$ cat config.mk
export PLATFORM = sky130hd
export DESIGN_NAME = demux64_deser
export DESIGN_NICKNAME = d
export VERILOG_FILES = /design/src/rtl/demux64_deser.sv
export SDC_FILE = /design/constraint.sdc
export NUM_CORES = 1
export LEC_CHECK = 0
export CAP_MARGIN = 30
export CELL_PAD_IN_SITES_DETAIL_PLACEMENT = 2
export CELL_PAD_IN_SITES_GLOBAL_PLACEMENT = 2
export CORE_UTILIZATION = 38
export CTS_CLUSTER_SIZE = 16
export DETAILED_ROUTE_END_ITERATION = 12
export GPL_TIMING_DRIVEN = 1
export PLACE_DENSITY_LB_ADDON = 0.1
export SKIP_CTS_REPAIR_TIMING = 1
export SLEW_MARGIN = 20
export SYNTH_ARGS = -nofsm -noshare
export SYNTH_HDL_FRONTEND = slang
export SYNTH_SLANG_ARGS = --single-unit
$ cat constraint.sdc
create_clock -name clk -period 2.7 [get_ports clk]
set_input_delay 0.54 -clock clk [delete_from_list [all_inputs] [get_ports clk]]
set_output_delay 0.54 -clock clk [all_outputs]
set_load 0.02 [all_outputs]
$ cat src/rtl/demux64_deser.sv
// 1:64 serial-to-parallel demultiplexer: steers a bit stream into a 64-bit word
// by sequential index or explicit select, with valid/ready on both sides.
module demux64_deser #(
    parameter bit LSB_FIRST = 1'b1
) (
    input  logic        clk,
    input  logic        rst_n,
    input  logic        in_bit,
    input  logic        in_valid,
    output logic        in_ready,
    input  logic        in_mode,
    input  logic [5:0]  in_sel,
    input  logic        in_last,
    output logic [63:0] out_data,
    output logic [63:0] out_mask,
    output logic [6:0]  out_count,
    output logic        out_dup,
    output logic        out_valid,
    input  logic        out_ready
);

    typedef enum logic {FILL, PEND} state_t;

    typedef struct packed {
        logic [63:0] data;
        logic [63:0] mask;
        logic [6:0]  count;
        logic        dup;
    } word_t;

    state_t state, state_nx;
    word_t  asm_w, asm_nx;
    word_t  out_w, out_nx;
    word_t  beat_w;
    logic [5:0] idx, idx_nx;
    logic [5:0] pos;
    logic       out_valid_nx;
    logic       accept;
    logic       complete;

    // in_ready depends on state alone, so out_ready never reaches it combinationally.
    assign in_ready = (state == FILL);
    assign accept   = in_valid && in_ready;
    assign complete = in_last || (!in_mode && idx == 6'd63);
    assign pos      = in_mode ? in_sel : (LSB_FIRST ? idx : 6'd63 - idx);

    // The assembly word as it would look after absorbing the current beat.
    always_comb begin
        beat_w           = asm_w;
        beat_w.data[pos] = in_bit;
        beat_w.mask[pos] = 1'b1;
        beat_w.dup       = asm_w.dup | asm_w.mask[pos];
        beat_w.count     = (asm_w.count == 7'd127) ? asm_w.count : asm_w.count + 7'd1;
    end

    always_comb begin
        // NOTE: every output of this block gets a default first, so no path can infer a latch.
        state_nx     = state;
        asm_nx       = asm_w;
        idx_nx       = idx;
        out_nx       = out_w;
        out_valid_nx = out_valid && !out_ready;

        case (state)
            FILL: begin
                if (accept) begin
                    if (!complete) begin
                        asm_nx = beat_w;
                        idx_nx = in_mode ? idx : idx + 6'd1;
                    end else if (!out_valid || out_ready) begin
                        out_nx       = beat_w;
                        out_valid_nx = 1'b1;
                        asm_nx       = '0;
                        idx_nx       = '0;
                    end else begin
                        // Output slot still occupied: park the finished word in asm.
                        asm_nx   = beat_w;
                        idx_nx   = '0;
                        state_nx = PEND;
                    end
                end
            end
            PEND: begin
                if (out_ready) begin
                    out_nx       = asm_w;
                    out_valid_nx = 1'b1;
                    asm_nx       = '0;
                    idx_nx       = '0;
                    state_nx     = FILL;
                end
            end
            default: state_nx = FILL;
        endcase
    end

    always_ff @(posedge clk or negedge rst_n) begin
        if (!rst_n) begin
            state     <= FILL;
            asm_w     <= '0;
            idx       <= '0;
            out_w     <= '0;
            out_valid <= 1'b0;
        end else begin
            // NOTE: non-blocking assignments so every register samples pre-edge values.
            state     <= state_nx;
            asm_w     <= asm_nx;
            idx       <= idx_nx;
            out_w     <= out_nx;
            out_valid <= out_valid_nx;
        end
    end

    assign out_data  = out_w.data;
    assign out_mask  = out_w.mask;
    assign out_count = out_w.count;
    assign out_dup   = out_w.dup;

endmodule

==> flow_summary.ini, run 1 <==
[setup_path]
criticalPathCategory = in -> reg
cp-start-kind = primary input
end_kind = flip-flop
cp_slowest_cell = nor2_2
crit_chain = clkdlybuf4s50_1 > buf_4 > nor3b_1 > o21ai_2 > nor2_2 > nand2_1 > mux2i_1 > o21ai_0
cp_max_fo = 16
worstPathRequired_ns = 3.17
max_stage_delay_ns = 0.69
cp.arrival_ns = 3.00

[floorplanning]
placementRows = 67
initial_utilization = 0.391
die-area_sq_mm = 0.0356
core_sq_mm = 0.0339
die_w_um = 189
die_height_um = 189
ios = 151

[synthesis]
synth_area_leaders = dfrtp_1 53%, nand2_1 8.5%, o21ai_0 6.7%
synth-seq-cells = 280
ys_dominant_reg_cell = dfrtp_1
yosysMostFrequentCell = nand2_1
syn_avg_cell_area_sq_um = 9.58
synthCells = 1382
synth_commonest_cells = 300 x nand2_1, 280 x dfrtp_1, 176 x o21ai_0, 131 x a21oi_1, 85 x nor2_1
synthMuxAreaShare = 0.0599
synthAdderAreaFrac = 0.00189
synthSimpleGateAreaFrac = 0.171
synth_seq_area_share = 0.529
synth-compound-area-share = 0.181
yosysWarnings = 0
synth_cell_types = 62
synth_edf_count = 0
synthesis.nets = 1397
synthArstFlopShare = 1.00
synth_xor_xnor_area_share = 0.00331
synth_largest_area_cell = dfrtp_1
netlist_area_sq_mm = 0.0132
synth_top_family_by_area = compound AO/OA/AOI/OAI gates
synth_top_area_share = 0.529

[clock_network]
cts_sinks = 280
cts_max_level = 1
cts_root_buf = clkbuf_16
clockBufferDepth = 3
clock_latency_ns = 0.57
cts_buffers = 31
clkSlewWorstSetupHoldPaths_ns = 0.06
cts_tree = done

[finish]
layout-drive-gt1-share = 0.164
diodes = 0
areaGrowthSynthToFinish_pct = 30.2
layout.nets = 1634
finalInstanceArea_sq_mm = 0.0172
fin_util = 0.509

[place]
detailed_place_hpwl_mm = 33.7
postPlaceCellArea_sq_mm = 0.0162
io_buffers = 150
gp_congestion = 0.791

[global_routing]
grt_antenna_before_repair = 1
grt_pass1_vias = 13212
grt_pass1_wl_mm = 78.1
grt_overflow = 0
grt_max_degree = 105
track_usage = 0.281

[sta]
tns_ns = 0
tightest_slew_ns = 0.891
maxSlewViolCount = 0
max_freq_mhz = 395
setup_viol = 0
hold_violations = 0
fin_skew_ns = 0.0119
finalCritPeriodShare = 0.937
finalCriticalPeriod_ns = 2.53
holdWs_ns = 0.480
maxSlewHeadroom = 0.401
rsz0062_at_grt = false

[drt]
vias = 11752
drt-pass1-iter-count = 5
drt_iter0_drc = 589
drt.antenna.violating_nets = 0
wl_mm = 49.1
vias_per_cell = 5.63
wl_per_cell_um = 23.5
drc = 0

[power_and_ir_drop]
p_total_uw = 10900
leakage_uw = 0.00778
peakVddDrop_v = 0.000487
power_density_mw_per_mm2 = 631

[run]
maxCapViolations = 0

[hold_path]
hold_path_class = reg -> reg

[outcome]
status = finished, final reports clean
[layout by cell type, fill, tap and decap left out, types with 4 or more instances in the layout]
cell type | synthesis | final
nand2_1 | 300 | 300
dfrtp_1 | 280 | 280
o21ai_0 | 176 | 176
clkdlybuf4s50_1 | 0 | 148
a21oi_1 | 131 | 131
buf_4 | 42 | 128
nor2_1 | 85 | 85
mux2i_1 | 73 | 73
o22ai_1 | 32 | 32
buf_12 | 0 | 32
a32o_1 | 31 | 31
clkbuf_16 | 0 | 31
nand3_1 | 26 | 26
nor2_4 | 11 | 11
nor3_1 | 10 | 10
nand4_1 | 10 | 10
clkinv_2 | 0 | 10
inv_1 | 9 | 9
and2_1 | 9 | 9
nand2_2 | 8 | 8
nand2_4 | 7 | 7
nor2_2 | 7 | 7
o31ai_1 | 6 | 6
clkbuf_1 | 25 | 6
clkbuf_8 | 0 | 6
o21ai_1 | 5 | 5
xnor2_1 | 5 | 5
a32oi_1 | 5 | 5
a31oi_1 | 4 | 4
[metal layers]
metal / track usage / vias to the layer above / wire length [um]
met5: 0 / - / 0
met4: 0.0757 / 0 / 1130
met3: 0.0326 / 77 / 2010
met2: 0.478 / 318 / 24200
met1: 0.380 / 6098 / 21800
li1: - / 5259 / -
[final timing paths]
path	from	to	slack [ns]	depth (start not counted)
worst max-delay path	in_mode	out_data[51]	0.17	8
worst min register to register	out_mask[37]	out_mask[37]	0.48	2
min in group asynchronous	rst_n	out_data[38]	0.50	2
worst max register to register	idx[2]	out_dup	0.27	9
worst min-delay path	out_mask[37]	out_mask[37]	0.48	2
max in group asynchronous	rst_n	state	1.34	3
[area by class of cell]
type                       count  area (sq um)
clock buffer                  43           881
clock inverter                12           110
fill                        3516         16600
inverter                      10          37.5
multi-input combinational    985          5530
sequential                   280          7010
tap                          448           561
timing repair buffer         311          3110
[critical path: cells and delay by family]
kind / cells / cell delay (ns)
mux: 1 / 0.16
simple gates: 3 / 1.22
compound gates: 2 / 0.37
buf+inv: 2 / 0.69
[power by group]
part / internal, uW / switching (uW)
registers: 4390 / 181
logic: 786 / 1290
clock network: 2440 / 1790
[through the flow]
step           setup slack, ns  instances
2_1_floorplan            0.653       1382
3_3_place_gp            -0.207       2033
3_5_place_dp            -0.377       2033
4_1_cts                  0.132       2088
5_1_grt                 0.0295       2089
6_report                 0.171       2089
[sequential cells by signal, summed over array words and instances, names as in the netlist]
signal / count
idx: 6
state: 1
out_mask: 64
asm_w: 136
out_count: 7
out_data: 64
out_valid: 1
out_dup: 1
[cells by family after synthesis]
family | after synthesis
simple gates | 496
compound gates | 405
flops | 280
buf+inv | 117
mux | 77
xor+xnor | 5
fa+ha+maj | 2
Note: power is estimated with default switching activity, not from simulation.
==> inputs of run 2 (changes only) <==
--- a/config.mk
+++ b/config.mk
@@ -6,12 +6,12 @@
 export NUM_CORES = 1
 export LEC_CHECK = 0
 export CAP_MARGIN = 30
-export CELL_PAD_IN_SITES_DETAIL_PLACEMENT = 2
-export CELL_PAD_IN_SITES_GLOBAL_PLACEMENT = 2
-export CORE_UTILIZATION = 38
+export CELL_PAD_IN_SITES_DETAIL_PLACEMENT = 0
+export CELL_PAD_IN_SITES_GLOBAL_PLACEMENT = 1
+export CORE_UTILIZATION = 47
 export CTS_CLUSTER_SIZE = 16
 export DETAILED_ROUTE_END_ITERATION = 12
-export GPL_TIMING_DRIVEN = 1
+export GPL_TIMING_DRIVEN = 0
 export PLACE_DENSITY_LB_ADDON = 0.1
 export SKIP_CTS_REPAIR_TIMING = 1
 export SLEW_MARGIN = 20
==> flow_summary.ini, run 2 (synthesis gave the netlist of run 1 again) <==
[sta]
finalCritPeriodShare = 0.968
maxSlewHeadroom = 0.352
tightest_slew_ns = 0.965
hold_violations = 0
finalCriticalPeriod_ns = 2.61
maxSlewViolCount = 0
setup_viol = 0
fin_skew_ns = 0.0249
max_freq_mhz = 382
fin_ws_ns = 0.0852

[finish]
final_common_cell = nand2_1
mostFrequentLayoutCells = 300 x nand2_1, 280 x dfrtp_1, 176 x o21ai_0
areaGrowthSynthToFinish_pct = 25.1
largest_register_ffs = 136
layout-drive-gt1-share = 0.133
diodes = 0
nFillCells = 2523
regMostFlops = asm_w
fin_util = 0.596
layout.nets = 1597

[power_and_ir_drop]
p_total_uw = 10800
peakVddDrop_v = 0.000614
leakage_uw = 0.00744
power_density_mw_per_mm2 = 655

[drt]
drt-pass1-iter-count = 6
vias_per_cell = 5.76
drc = 0
wl_per_cell_um = 21.7
drt_iter0_drc = 1059
vias = 11432
wl_mm = 43.0
drt.antenna.violating_nets = 0

[global_routing]
grt_overflow = 0
grt_max_degree = 96
grt_pass1_vias = 10907
grt_antenna_before_repair = 0
track_usage = 0.303
grt_pass1_wl_mm = 65.6

[clock_network]
cts_max_level = 1
cts_root_buf = clkbuf_16
cts_tree = done
cts_sinks = 280
clockBufferDepth = 3
clkSlewWorstSetupHoldPaths_ns = 0.06
cts_buffers = 31
clock_latency_ns = 0.58

[place]
detailed_place_hpwl_mm = 29.7
io_buffers = 150
gp_congestion = 0.863
pre_cts_ws_ns = -0.800

[run]
maxCapViolations = 0

[setup_path]
cp-start-kind = primary input
end_kind = flip-flop
max_stage_delay_ns = 0.60
cp_max_fo = 10
crit_buf_inv = 4
cpMostUsedCell = buf_4
crit_chain = clkdlybuf4s50_1 > mux2_2 > clkbuf_1 > and2_1 > buf_4 > buf_4 > a21oi_1 > nor2_1
cp.arrival_ns = 3.10
worstPathRequired_ns = 3.19
criticalPathCategory = in -> reg
critPathTopFamily = buffers and inverters
cp_slowest_cell = clkbuf_1

[floorplanning]
initial_utilization = 0.477
core_sq_mm = 0.0278
die_w_um = 170
ios = 151
die_height_um = 170
placementRows = 61
die-area_sq_mm = 0.0288

[hold_path]
hold_path_class = in -> async

[outcome]
status = finished, final reports clean
[run 2: layer usage]
layer  vias to the layer above  global-route usage  wire (um)
li1                       5204                   -          -
met4                         0               0.100       1260
met1                      5677               0.432      18900
met3                        82              0.0549       3390
met5                         -                   0          0
met2                       469               0.468      19400
[run 2: path summary, 6_finish.rpt]
kind                       cells after the start         start  slack [ns]      endpoint
setup / recovery                               8     in_sel[0]        0.09     asm_w[21]
hold / removal                                 2         rst_n        0.43  out_data[38]
setup reg to reg                               7        idx[0]        0.10     asm_w[21]
hold reg to reg                                2  out_data[18]        0.48  out_data[18]
max in group asynchronous                      5         rst_n        0.71   out_mask[4]
min in group clk                               2  out_data[18]        0.48  out_data[18]
[run 2: metrics by stage]
| stage | area, sq um | std cells | TNS (ns) | hold slack (ns) |
|---|---|---|---|---|
| global route | 16600 | 1985 | -0.00595 | 0.460 |
| detailed placement | 15300 | 1913 | -105.90 | 0.430 |
| finish | 16600 | 1985 | 0 | 0.432 |
| CTS | 16400 | 1971 | -2.26 | -0.166 |
| global placement | 15200 | 1910 | -3213.47 | 0.462 |
| floorplan | 13200 | 1382 | 0 | 0.244 |
[run 2: layout make-up]
type                            instances  area (sq um)  share of cell area
Clock inverter                         15           154             0.00929
Sequential cell                       280          7010               0.423
Buffer                                107           672              0.0406
Timing Repair Buffer                  167          1760               0.106
Clock buffer                           43           911              0.0550
Tap cell                              378           473              0.0286
Inverter                               10          37.5             0.00227
Multi-Input combinational cell        985          5540               0.335
[run 2: power breakdown]
| group | total [uW] | internal [uW] | switching [uW] |
|---|---|---|---|
| registers | 4530 | 4390 | 142 |
| logic | 1970 | 655 | 1310 |
| clock network | 4340 | 2550 | 1790 |
| total | 10800 | 7590 | 3250 |
